## src/rtl/pipe_stage_reg.sv

```systemverilog
// Valid/ready pipeline register stage with an optional second (skid) entry.
// Define PIPE_STAGE_SKID_EN for the 2-entry skid buffer with registered in_ready.
module pipe_stage_reg #(
   parameter int unsigned BUS_WIDTH  = 64,
   parameter int unsigned CTRL_WIDTH = 8
) (
   input  logic                  clk,
   input  logic                  rst,
   input  logic                  flush,
   input  logic                  in_valid,
   output logic                  in_ready,
   input  logic [CTRL_WIDTH-1:0] in_ctrl,
   input  logic [BUS_WIDTH-1:0]  in_data,
   output logic                  out_valid,
   input  logic                  out_ready,
   output logic [CTRL_WIDTH-1:0] out_ctrl,
   output logic [BUS_WIDTH-1:0]  out_data,
   output logic [1:0]            occupancy
);

`ifdef PIPE_STAGE_SKID_EN
   typedef enum logic [1:0] {StEmpty = 2'd0, StFull = 2'd1, StSkid = 2'd2} state_e;
`else
   typedef enum logic [1:0] {StEmpty = 2'd0, StFull = 2'd1} state_e;
`endif

   state_e                state_q, state_d;
   logic [BUS_WIDTH-1:0]  main_data_q, main_data_d;
   logic [CTRL_WIDTH-1:0] main_ctrl_q, main_ctrl_d;
   logic                  accept;
   logic                  transfer;

   assign accept    = in_valid & in_ready;
   assign transfer  = out_valid & out_ready;
   assign out_valid = (state_q != StEmpty);
   assign out_data  = main_data_q;
   // A bubble must never present a live control bit downstream.
   assign out_ctrl  = out_valid ? main_ctrl_q : '0;
   assign occupancy = 2'(state_q);

`ifdef PIPE_STAGE_SKID_EN
   logic [BUS_WIDTH-1:0]  skid_data_q, skid_data_d;
   logic [CTRL_WIDTH-1:0] skid_ctrl_q, skid_ctrl_d;
   logic                  in_ready_q, in_ready_d;

   assign in_ready = in_ready_q;

   always_comb begin
      state_d     = state_q;
      main_data_d = main_data_q;
      main_ctrl_d = main_ctrl_q;
      skid_data_d = skid_data_q;
      skid_ctrl_d = skid_ctrl_q;
      unique case (state_q)
         StEmpty: begin
            if (accept) begin
               state_d     = StFull;
               main_data_d = in_data;
               main_ctrl_d = in_ctrl;
            end
         end
         StFull: begin
            if (transfer && accept) begin
               main_data_d = in_data;
               main_ctrl_d = in_ctrl;
            end else if (transfer) begin
               state_d = StEmpty;
            end else if (accept) begin
               state_d     = StSkid;
               skid_data_d = in_data;
               skid_ctrl_d = in_ctrl;
            end
         end
         StSkid: begin
            if (transfer) begin
               state_d     = StFull;
               main_data_d = skid_data_q;
               main_ctrl_d = skid_ctrl_q;
            end
         end
         default: state_d = StEmpty;
      endcase
      // Flush kills entries by clearing control only; payloads are left in place.
      if (flush) begin
         state_d     = StEmpty;
         main_data_d = main_data_q;
         main_ctrl_d = '0;
         skid_data_d = skid_data_q;
         skid_ctrl_d = '0;
      end
      in_ready_d = (state_d != StSkid);
   end

   always_ff @(posedge clk or posedge rst) begin
      if (rst) begin
         skid_data_q <= '0;
         skid_ctrl_q <= '0;
         in_ready_q  <= 1'b0;
      end else begin
         skid_data_q <= skid_data_d;
         skid_ctrl_q <= skid_ctrl_d;
         in_ready_q  <= in_ready_d;
      end
   end
`else
   logic ready_en_q;

   // Held low through reset and released on the first edge afterwards.
   assign in_ready = ready_en_q & (~out_valid | out_ready);

   always_comb begin
      state_d     = state_q;
      main_data_d = main_data_q;
      main_ctrl_d = main_ctrl_q;
      unique case (state_q)
         StEmpty: begin
            if (accept) begin
               state_d     = StFull;
               main_data_d = in_data;
               main_ctrl_d = in_ctrl;
            end
         end
         StFull: begin
            if (transfer && accept) begin
               main_data_d = in_data;
               main_ctrl_d = in_ctrl;
            end else if (transfer) begin
               state_d = StEmpty;
            end
         end
         default: state_d = StEmpty;
      endcase
      if (flush) begin
         state_d     = StEmpty;
         main_data_d = main_data_q;
         main_ctrl_d = '0;
      end
   end

   always_ff @(posedge clk or posedge rst) begin
      if (rst) begin
         ready_en_q <= 1'b0;
      end else begin
         ready_en_q <= 1'b1;
      end
   end
`endif

   always_ff @(posedge clk or posedge rst) begin
      if (rst) begin
         state_q     <= StEmpty;
         main_data_q <= '0;
         main_ctrl_q <= '0;
      end else begin
         state_q     <= state_d;
         main_data_q <= main_data_d;
         main_ctrl_q <= main_ctrl_d;
      end
   end

endmodule

```

## config.mk

```make
export PLATFORM = sky130hd
export DESIGN_NAME = pipe_stage_reg
export DESIGN_NICKNAME = d
export VERILOG_FILES = /design/src/rtl/pipe_stage_reg.sv
export SDC_FILE = /design/constraint.sdc
export NUM_CORES = 1
export LEC_CHECK = 0
export ABC_CLOCK_PERIOD_IN_PS = 2200
export BUFFER_PORTS_ARGS = -buffer_cell sky130_fd_sc_hd__buf_2
export CORE_MARGIN = 8
export CORE_UTILIZATION = 46
export DETAILED_ROUTE_END_ITERATION = 16
export GPL_TIMING_DRIVEN = 0
export PLACE_DENSITY = 0.8
export SYNTH_ARGS = -nofsm -noshare
export SYNTH_HDL_FRONTEND = slang
export SYNTH_SLANG_ARGS = --single-unit
```

## constraint.sdc

```tcl
create_clock -name clk -period 2.2 [get_ports clk]
set_input_delay 0.11 -clock clk [delete_from_list [all_inputs] [get_ports clk]]
set_output_delay 0.11 -clock clk [all_outputs]
set_load 0.02 [all_outputs]
```

==> implementation parameters, run 1 <==
Parameter                              Value

Clock network
  Number of buffers on the longest clock path ... 2
  Root buffer selected by CTS ... clkbuf_8
  H-tree lvl count ... 3
  Number of gates resized after CTS ... 0
  Setup Fix Bufs, Post-CTS ... 0
  Clock transition at path regs ... ~0.08 ns
  Number of sinks handled by clock tree synthesis ... 74
  Insertion delay of the later-clocked pin in the worst-skew pair ... roughly 0.32 ns
  CTS tree ... done
  TritonCTS buffer count ... 9

Detailed routing
  DRT Wirelength ... 7664 µm
  Number of DRC markers after the initial detailed-route iteration ... 31
  Via count ... 2072
  Number of antenna-violating nets in the routed design ... 0
  Detailed-routing iteration count for the pre-antenna-repair pass ... 4
  Post-detailed-route wirelength per cell ... 17.30 µm
  Vias per inst ... 4.677
  Post-detailed-route DRC marker count ... 0

Power and ir drop
  Power share of the sequential group ... about two fifths
  Max IR drop VDD ... ~0.4 mV
  Switching power share of the total ... 28.65%
  Leakage power ... 2.312 nW
  Psw ... around 1.2 mW
  Total power ... 4.207 mW
  Ratio of total power to cell area ... 950.1 nW/µm²
  Logic pwr share ... between 20% and 30%
  Internal power ... around 3.0 mW
  Clock Power Share ... between 30 and 40%

Yosys
  Fraction of registers with async set or reset after synthesis ... between 90% and 100%
  Most frequently used cell type in the post-synthesis netlist ... dfrtp_1
  Library cell with the largest summed area after synthesis ... dfrtp_1
  Post-Syn Area per Cell ... roughly 18 µm²
  Netlist area before placement ... 3077 µm²
  Fraction of synthesized cell area taken by the top area cell type ... between 60% and 70%
  Share of synthesized area occupied by flip-flops and latches ... about three fifths
  Most instantiated flip-flop cell in the synthesis netlist ... dfrtp_1
  Post-synthesis instance total ... around 170
  Flip-flop and latch count after synthesis ... 74
  Post-synth EDFFs ... 0
  Net count after synthesis ... about 250
  Distinct cell type count of the synthesized netlist ... 13
  Most used standard cells in the synthesized netlist ... dfrtp_1, mux2_4, and2_1
  Largest cells by area after synthesis ... dfrtp_1, mux2_4, buf_6, a22o_1, and2_1
  Synth Warn # ... 0

STA
  Endpoints failing hold ... 23
  RSZ-0062 raised after global routing ... no
  Endpoints failing setup ... 0
  Worst Skew ... 0.01220 ns
  Final cycle utilization of the critical path ... 75.84%
  Smallest setup slack after layout ... 0.5315 ns
  Rel. slew slack ... a little over two fifths
  Achievable frequency ... between 500 and 600 MHz
  Worst Tran Pin Value ... between 0.8 and 0.9 ns
  Number of max-slew violations in the final report ... 0
  Hold slack ... -0.01204 ns
  Final critical delay including setup and external delays ... ~1.7 ns

Die
  Die Span X ... between 90 and 100 µm
  Die Area ... approximately 9600 µm²
  DIE HEIGHT ... approximately 98 µm
  Initial Util ... 46.31%
  Core region area ... 6644 µm²
  Std-Cell Rows ... 30
  IO Count ... between 150 and 200

Placed design
  Final Wtd Congestion ... ~0.7
  DP Wirelength ... around 5600 µm
  Worst slack at placement ... a little under 0.5 ns
  Number of port buffers ... ~150

Global routing
  First-pass GRT wire length ... between 10000 and 15000 µm
  Vias in the first global route ... between 2000 and 2500
  Largest net degree at the start of global routing ... between 70 and 80
  Number of antenna violations at the first check in global routing ... 0
  Total global routing track utilization ... 15.88%
  Total overflow reported by the global router ... 0

Cells and area
  Number of nets in the layout ... 435
  Multi-input gate area in the final layout ... between 1000 and 1500 µm²
  Layout fillers ... ~500
  Area grow syn2layout ... 43.92%
  Share of cells above drive strength 1 ... around 66%
  Inserted Diodes ... 0
  Sequential cell area ... about 1900 µm²
  Core occupancy in the finished layout ... between 60% and 70%

Worst setup path
  Endpoint type of the worst setup path ... flip-flop
  Reg-to-Reg Start ... occupancy[0]
  Setup slack on the worst flop-to-flop path ... ~0.53 ns
  Type of the setup path with the least slack ... reg2reg
  Depth of the most critical reg-to-reg path ... 5
  Critical Path RT ... between 2 and 2.5 ns
  Destination of the worst register-to-register timing path ... out_data[6]
  CP Launch Point ... occupancy[0]
  Crit path launch type ... flip-flop
  Destination of the critical timing path ... out_data[6]
  Arr. time, crit path ... approximately 1.9 ns
  Largest fanout on the critical path ... 11

Flow run
  Number of violations of the max-capacitance limit ... 0

Run status
  Run status ... complete, but fails checks
  Violated checks ... negative hold slack

Worst hold path
  Worst Hold Class ... in2async
==> per-layer routing <==
metal / up-vias / GRT usage, % / wire length (µm)
met5: - / 0 / 0
met4: 0 / 4.317 / 19
met3: 2 / 5.832 / 594
met2: 80 / 27.94 / 4027
met1: 1024 / 17.57 / 3023
li1: 966 / - / -
==> metrics by stage <==
step	instances	hold WS (ns)	setup TNS, ns	cell area (µm²)
after floorplan	172	0.2064	0	3077
after global placement	403	0.3209	-41.57	3933
after detailed placement	403	0.3353	0	3935
after CTS	442	0.0003893	0	4418
after global routing	443	0.0008239	0	4428
final	443	-0.01204	0	4428
==> power groups by stage <==
stage	clock (mW)	combinational, mW	sequential, mW
after floorplan	0	0.424	2.07
after global placement	0	1.12	1.75
after detailed placement	0	1.14	1.77
after CTS	1.32	1.18	1.75
after global routing	1.37	1.24	1.78
final	1.29	1.17	1.75
==> cell usage in the layout (no fill, tap or decap) <==
| cell type | Yosys | final |
|---|---|---|
| inv_4 | 0 | 1 |
| buf_4 | 2 | 2 |
| clkbuf_8 | 0 | 11 |
| conb_1 | 2 | 2 |
| clkbuf_1 | 0 | 1 |
| mux2_1 | 3 | 3 |
| a31oi_1 | 1 | 1 |
| buf_2 | 0 | 151 |
| o21bai_1 | 1 | 1 |
| mux2_4 | 61 | 61 |
| nand2b_2 | 1 | 1 |
| clkinvlp_4 | 0 | 1 |
| dlygate4sd3_1 | 0 | 24 |
| bufinv_16 | 0 | 3 |
| and2_1 | 9 | 9 |
| a22o_1 | 8 | 8 |
| and4b_1 | 1 | 1 |
| dfrtp_1 | 74 | 74 |
| buf_6 | 8 | 8 |
==> worst max-delay path, stage by stage, from the launching register on <==
cell,delay [ns]
dfrtp_1,0.49
nand2b_2,0.14
and4b_1,0.21
buf_6,0.18
buf_6,0.20
mux2_4,0.32
==> worst min-delay path by stage <==
stage                            from      endpoint  slack (ns)  cells after the start
after floorplan                 flush  occupancy[0]        0.21                      1
after global placement          flush  occupancy[0]        0.32                      2
after detailed placement  in_data[56]  out_data[56]        0.34                      2
after CTS                 in_data[48]  out_data[48]      0.0004                      2
after global routing      in_data[40]  out_data[40]      0.0008                      2
final                             rst  out_data[21]       -0.01                      2
==> flip-flops by register name, summed over array words and instances (netlist names) <==
register,flops
occupancy,1
main_ctrl_q,8
out_data,64
ready_en_q,1
==> cell type report <==
type | count | share of cell area (%)
buffer | 10 | 2.374
clock buffer | 12 | 3.504
clock inverter | 4 | 2.204
inverter | 1 | 0.1413
multi-input combinational | 87 | 25.20
sequential | 74 | 41.82
tap | 80 | 2.261
timing repair buffer | 175 | 22.49
==> timing repair <==
item | 4_1_cts | 5_1_grt
endpoints found under the hold margin | 23 | 1
endpoints found under the setup margin | 0 | 0
hold buffers | 23 | 1
==> cells by family (layout without fill, tap and decap cells) <==
group	after synthesis	after routing	synth area share (%)
other	2	2	0.2441
multiplexers	64	64	30.87
flip-flops	74	74	60.19
buffers and inverters	11	202	3.538
AO/OA/AOI/OAI	10	10	2.725
AND/OR/NAND/NOR	11	11	2.440
Note: power is estimated with default switching activity, not from simulation.
==> run 2, diff against run 1 <==
- ABC_AREA: not set -> 1
- ABC_CLOCK_PERIOD_IN_PS: 2200 -> 1600
- clock period: 2.2 -> 1.6 ns (I/O delays scaled with it)
==> implementation parameters, run 2 <==
Parameter                              Value

Detailed routing
  WL met3 ... approximately 970 µm
  Via count ... 3582
  Length of routed met2 wiring ... approximately 6000 µm
  Number of antenna-violating nets in the routed design ... 0
  Detailed-routing iteration count for the pre-antenna-repair pass ... 4
  Number of DRC markers after the initial detailed-route iteration ... about 200
  DRT Wirelength ... between 10000 and 15000 µm
  Met1 wire length ... between 4000 and 5000 µm
  Post-detailed-route wirelength per cell ... between 15 and 20 µm
  Vias per inst ... about 5.3
  Top sig layer ... met4
  Post-detailed-route DRC marker count ... 0

Yosys
  Post-synthesis instance total ... 350
  Share of synthesized area occupied by flip-flops and latches ... roughly 58%
  Most used standard cells in the synthesized netlist ... nand2_1, dfrtp_1, nand4_1
  Most frequently used cell type in the post-synthesis netlist ... nand2_1
  Library cell with the largest summed area after synthesis ... dfrtp_1
  Post-synth EDFFs ... 0
  Netlist area before placement ... ~3200 µm²
  Fraction of registers with async set or reset after synthesis ... 100.0%
  Post-Syn Area per Cell ... 9.105 µm²
  Net count after synthesis ... roughly 430
  Most instantiated flip-flop cell in the synthesis netlist ... dfrtp_1
  Distinct cell type count of the synthesized netlist ... 13
  Fraction of synthesized cell area taken by the top area cell type ... 58.11%
  Synth Warn # ... 0
  Largest cells by area after synthesis ... dfrtp_1, nand2_1, nand4_1, buf_6, buf_4
  Flip-flop and latch count after synthesis ... 74

Worst hold path
  Worst Hold Class ... in2reg
  Number of stages on the worst hold path ... 3
  Hold Path End ... out_data[62]
  Hold Startpoint ... in_data[62]

Worst setup path
  Depth of the most critical reg-to-reg path ... 7
  CP Buf/Inv Count ... 3
  CP cell instances ... buf_6, a21oi_4, buf_6, buf_2
  Cell repeated most along the worst path ... buf_6
  Largest fanout on the critical path ... 10
  Maximum single-stage delay on the critical path ... a little over 0.4 ns
  Endpoint type of the worst setup path ... output port
  Type of the setup path with the least slack ... reg2out
  Arr. time, crit path ... approximately 1.4 ns
  Reg-to-Reg Start ... occupancy[0]
  Crit path launch type ... flip-flop
  Levels on crit path ... 4
  Destination of the worst register-to-register timing path ... out_data[38]
  CP top delay family ... buffers and inverters
  Setup slack on the worst flop-to-flop path ... ~0.13 ns
  Slowest-stage cell, CP ... dfrtp_1
  Critical Path RT ... between 1.5 and 2 ns

Clock network
  Number of buffers on the longest clock path ... 2
  Clock transition at path regs ... 0.08 ns
  H-tree lvl count ... 3
  Number of gates resized after CTS ... 0
  CTS tree ... done
  Root buffer selected by CTS ... clkbuf_8
  Insertion delay of the later-clocked pin in the worst-skew pair ... between 0.3 and 0.4 ns
  TritonCTS buffer count ... 9
  Number of sinks handled by clock tree synthesis ... 74

Flow run
  Number of violations of the max-capacitance limit ... 0

Global routing
  Largest net degree at the start of global routing ... 41
  First-pass GRT wire length ... between 15000 and 20000 µm
  Total overflow reported by the global router ... 0
  Total global routing track utilization ... 24.53%
  Vias in the first global route ... 3819
  Number of antenna violations at the first check in global routing ... 1

STA
  Final critical delay including setup and external delays ... approximately 1.5 ns
  Final cycle utilization of the critical path ... 92.27%
  Worst Tran Pin Value ... roughly 0.87 ns
  Endpoints failing hold ... 0
  Hold slack ... about 0.018 ns
  RSZ-0062 raised after global routing ... no
  Worst Skew ... approximately 0.0080 ns
  Number of max-slew violations in the final report ... 0
  Endpoints failing setup ... 0
  Rel. slew slack ... a little over two fifths
  Setup Total Neg Slack ... 0 ns
  Achievable frequency ... ~680 MHz

Cells and area
  Most frequent cells in the layout ... buf_2, nand2_1, dfrtp_1
  Number of nets in the layout ... 664
  Commonest non-fill, non-tap cell in the layout ... buf_2
  Share of cells above drive strength 1 ... roughly a third
  Area grow syn2layout ... 57.28%
  Max FFs per register ... between 60 and 70

Die
  IO Count ... 153
  DIE HEIGHT ... 99.24 µm
  Die Area ... about 9800 µm²
  Std-Cell Rows ... 30
  Die Span X ... just under 100 µm
  Core region area ... 6756 µm²
  Initial Util ... 47.17%

Power and ir drop
  Leakage power ... approximately 2.8 nW
  Max IR drop VDD ... roughly 0.63 mV
  Ratio of total power to cell area ... ~1100 nW/µm²

Run status
  Run status ... finished, final reports clean

Placed design
  Number of port buffers ... 151
  Final Wtd Congestion ... between 0.7 and 0.8
  DP Wirelength ... between 7000 and 8000 µm
## run 2: changes by cell type in the layout (fill, tap and decap cells not counted), sizes merged, moves of 9 or more
cell and delta:
nand2 +145, and2 -9, mux2 -64, inv +10, nand4 +73, dlygate4sd3 +49, nand3 +9, buf +9
clkbuf +16
## run 2: cells by family after synthesis
group           count (synthesis)  synth area share, %
flops                          74                58.11
compound gates                  2               0.6674
other cells                     2               0.2357
simple gates                  227                32.82
buf+inv                        45                8.166
## run 2: how the worst max path moves through the flow
stage,startpoint,to
6_report,occupancy[0],in_ready
5_1_grt,occupancy[0],out_data[35]
4_1_cts,occupancy[0],in_ready
3_5_place_dp,occupancy[0],out_data[51]
3_3_place_gp,rst,out_data[16]
2_1_floorplan,occupancy[0],out_data[10]
## run 2: area by class of cell
type | instances | area, µm²
sequential | 74 | 1852
clock buffer | 12 | 155.1
clock inverter | 4 | 50.05
timing repair buffer | 226 | 1514
antenna | 1 | 2.502
tap | 80 | 100.1
fill | 483 | 1744
buffer | 33 | 215.2
multi-input combinational | 231 | 1075
inverter | 12 | 48.80
## run 2: timing repair
| action | in CTS | in global routing |
|---|---|---|
| endpoints found under the hold margin | 111 | 0 |
| setup endpoints to repair | 1 | 0 |
| hold buffers | 73 | 0 |
| buffers inserted | 1 | 0 |
## run 2: power by group
part | internal (mW) | switching (mW)
registers | 2.16 | 0.161
clock network | 0.804 | 0.693
logic | 0.564 | 0.907
total | 3.52 | 1.76
## run 2: through the flow
step	worst slack (ns)	power (mW)	instance area (µm²)	std cells	utilization [%]
final	0.1236	5.286	5012	673	74.19
after CTS	0.1116	5.272	5010	672	74.15
after global placement	0.1752	3.595	4046	581	59.89
after detailed placement	0.1761	3.638	4066	582	60.19
after global routing	0.05866	5.537	5012	673	74.19
after floorplan	0.2616	3.103	3191	350	-
## run 2: worst register-to-register path, delay by kind of cell, from the launching register on
family                 cells  cell delay [ns]
DFF                        1             0.41
buffers and inverters      3             0.56
and+or+nand+nor            4             0.38
## run 2: metal layers
layer / vias to the layer above / GRT usage, %
li1: 1642 / -
met1: 1741 / 28.02
met2: 174 / 40.86
met3: 25 / 7.961
met4: 0 / 11.18
met5: - / 0
==> run 3, diff against run 2 <==
- CELL_PAD_IN_SITES_DETAIL_PLACEMENT: not set -> 0
- CELL_PAD_IN_SITES_GLOBAL_PLACEMENT: not set -> 2
- CORE_MARGIN: 8 -> 4
- CORE_UTILIZATION: 46 -> 26
- PLACE_DENSITY: 0.8 -> not set
- PLACE_DENSITY_LB_ADDON: not set -> 0.1
==> implementation parameters, run 3 (same netlist as run 2, synthesis figures left out) <==
Parameter                              Value

STA
  Rel. slew slack ... about 56%
  Final cycle utilization of the critical path ... 91.68%
  Worst Tran Pin Value ... ~0.67 ns
  Final critical delay including setup and external delays ... about 1.5 ns
  Endpoints failing setup ... 0
  Worst Skew ... ~0.0038 ns
  Number of max-slew violations in the final report ... 0
  RSZ-0062 raised after global routing ... no
  Achievable frequency ... ~680 MHz
  Endpoints failing hold ... 0
  Setup Total Neg Slack ... 0 ns
  Smallest setup slack after layout ... about 0.13 ns

Cells and area
  Finished Cell Area ... 5213 µm²
  Max FFs per register ... 64
  Number of nets in the layout ... 660
  Share of cells above drive strength 1 ... 32.14%
  Area grow syn2layout ... 63.57%
  Inserted Diodes ... 0
  Most frequent cells in the layout ... buf_2, nand2_1, dfrtp_1
  Final instance count without filler cells ... 735
  Commonest non-fill, non-tap cell in the layout ... buf_2

Clock network
  Insertion delay of the later-clocked pin in the worst-skew pair ... around 0.33 ns
  Clock transition at path regs ... around 0.060 ns
  TritonCTS buffer count ... 9
  Root buffer selected by CTS ... clkbuf_16
  Number of gates resized after CTS ... 0
  CTS tree ... done
  Number of buffers on the longest clock path ... 2
  Number of sinks handled by clock tree synthesis ... between 70 and 80
  H-tree lvl count ... 3

Run status
  Run status ... finished, final reports clean

Worst setup path
  Endpoint type of the worst setup path ... output port
  Type of the setup path with the least slack ... reg2out
  Cell repeated most along the worst path ... buf_6
  Depth of the most critical reg-to-reg path ... 7
  Maximum single-stage delay on the critical path ... between 0.4 and 0.5 ns
  Reg-to-Reg Start ... occupancy[0]
  Destination of the worst register-to-register timing path ... out_data[13]
  Arr. time, crit path ... ~1.4 ns
  Largest fanout on the critical path ... 10
  Destination of the critical timing path ... in_ready
  Setup slack on the worst flop-to-flop path ... about 0.17 ns
  Slowest-stage cell, CP ... dfrtp_1
  Crit path launch type ... flip-flop
  Critical Path RT ... roughly 1.5 ns
  CP cell instances ... buf_6, a21oi_4, buf_6, buf_2
  CP Launch Point ... occupancy[0]

Flow run
  Number of violations of the max-capacitance limit ... 0

Placed design
  Final Wtd Congestion ... about 0.75
  Worst slack at placement ... about 0.13 ns
  DP Wirelength ... approximately 7600 µm
  Cell area after placement ... about 4200 µm²
  Number of port buffers ... around 150
  Number of placed instances with taps included ... 650

Die
  IO Count ... approximately 150
  Die Span X ... 118.7 µm
  Core region area ... 12010 µm²
  Std-Cell Rows ... 40
  Initial Util ... between 20% and 30%
  DIE HEIGHT ... around 120 µm
  Die Area ... around 14000 µm²

Detailed routing
  Post-detailed-route DRC marker count ... 0
  Number of DRC markers after the initial detailed-route iteration ... between 150 and 200
  Detailed-routing iteration count for the pre-antenna-repair pass ... 4
  Number of antenna-violating nets in the routed design ... 0
  DRT Wirelength ... about 11000 µm
  Via count ... between 3000 and 4000
  Vias per inst ... 4.479
  Post-detailed-route wirelength per cell ... about 15 µm

Global routing
  Total global routing track utilization ... between 10% and 20%
  Total overflow reported by the global router ... 0
  Largest net degree at the start of global routing ... 29
  Number of antenna violations at the first check in global routing ... 0
  First-pass GRT wire length ... roughly 18000 µm
  Vias in the first global route ... 3525

Power and ir drop
  Max IR drop VDD ... approximately 0.53 mV
  Leakage power ... approximately 2.9 nW
  Ratio of total power to cell area ... 1176 nW/µm²

Worst hold path
  Worst Hold Class ... in2reg
run 3: layer usage:
metal / part of all wire [%] / vias to the layer above / GRT usage [%]
li1: - / 1642 / -
met1: 45 / 1527 / 21.09
met2: 47 / 108 / 26.18
met3: 5.8 / 15 / 4.211
met4: 1.8 / 0 / 5.286
met5: 0 / - / 0
run 3: worst min path at each step:
stage	start	end	slack (ns)	cells past startpoint
after floorplan	flush	occupancy[0]	0.19	1
after global placement	flush	occupancy[0]	0.30	2
after detailed placement	rst	out_data[2]	0.21	2
after CTS	in_data[15]	out_data[15]	0.001	3
after global routing	in_data[53]	out_data[53]	0.01	3
final	in_data[15]	out_data[15]	0.009	3
run 3: final cells by class:
type / count / area, µm²
Fill cell: 1230 / 6799
Sequential cell: 74 / 1852
Timing Repair Buffer: 222 / 1484
Multi-Input combinational cell: 231 / 1075
Clock buffer: 12 / 256.5
Buffer: 33 / 215.2
Tap cell: 147 / 183.9
Clock inverter: 4 / 97.59
Inverter: 12 / 48.80
run 3: through the flow:
step	power [mW]	utilization, %	hold WS, ns
floorplan	3.103	-	0.1880
global placement	3.631	34.39	0.3018
detailed placement	3.649	34.72	0.2143
CTS	6.212	43.40	0.0009548
global route	6.446	43.40	0.009530
finish	6.128	43.40	0.008695
run 3: what timing repair did:
action	4_1_cts	5_1_grt
buffers inserted	1	0
hold buffers	68	0
setup endpoints to repair	1	0
endpoints found under the hold margin	91	0
run 3: where the power goes:
group / total, mW / internal (mW) / switching [mW]
combinational: 1.42 / 0.560 / 0.860
sequential: 2.31 / 2.16 / 0.150
clock: 2.40 / 1.61 / 0.787
run 3: worst max-delay path, delay by kind of cell (launching register included):
kind,cells,cell delay (ns)
AO/OA/AOI/OAI,1,0.15
buffers and inverters,3,0.49
flip-flops,1,0.41
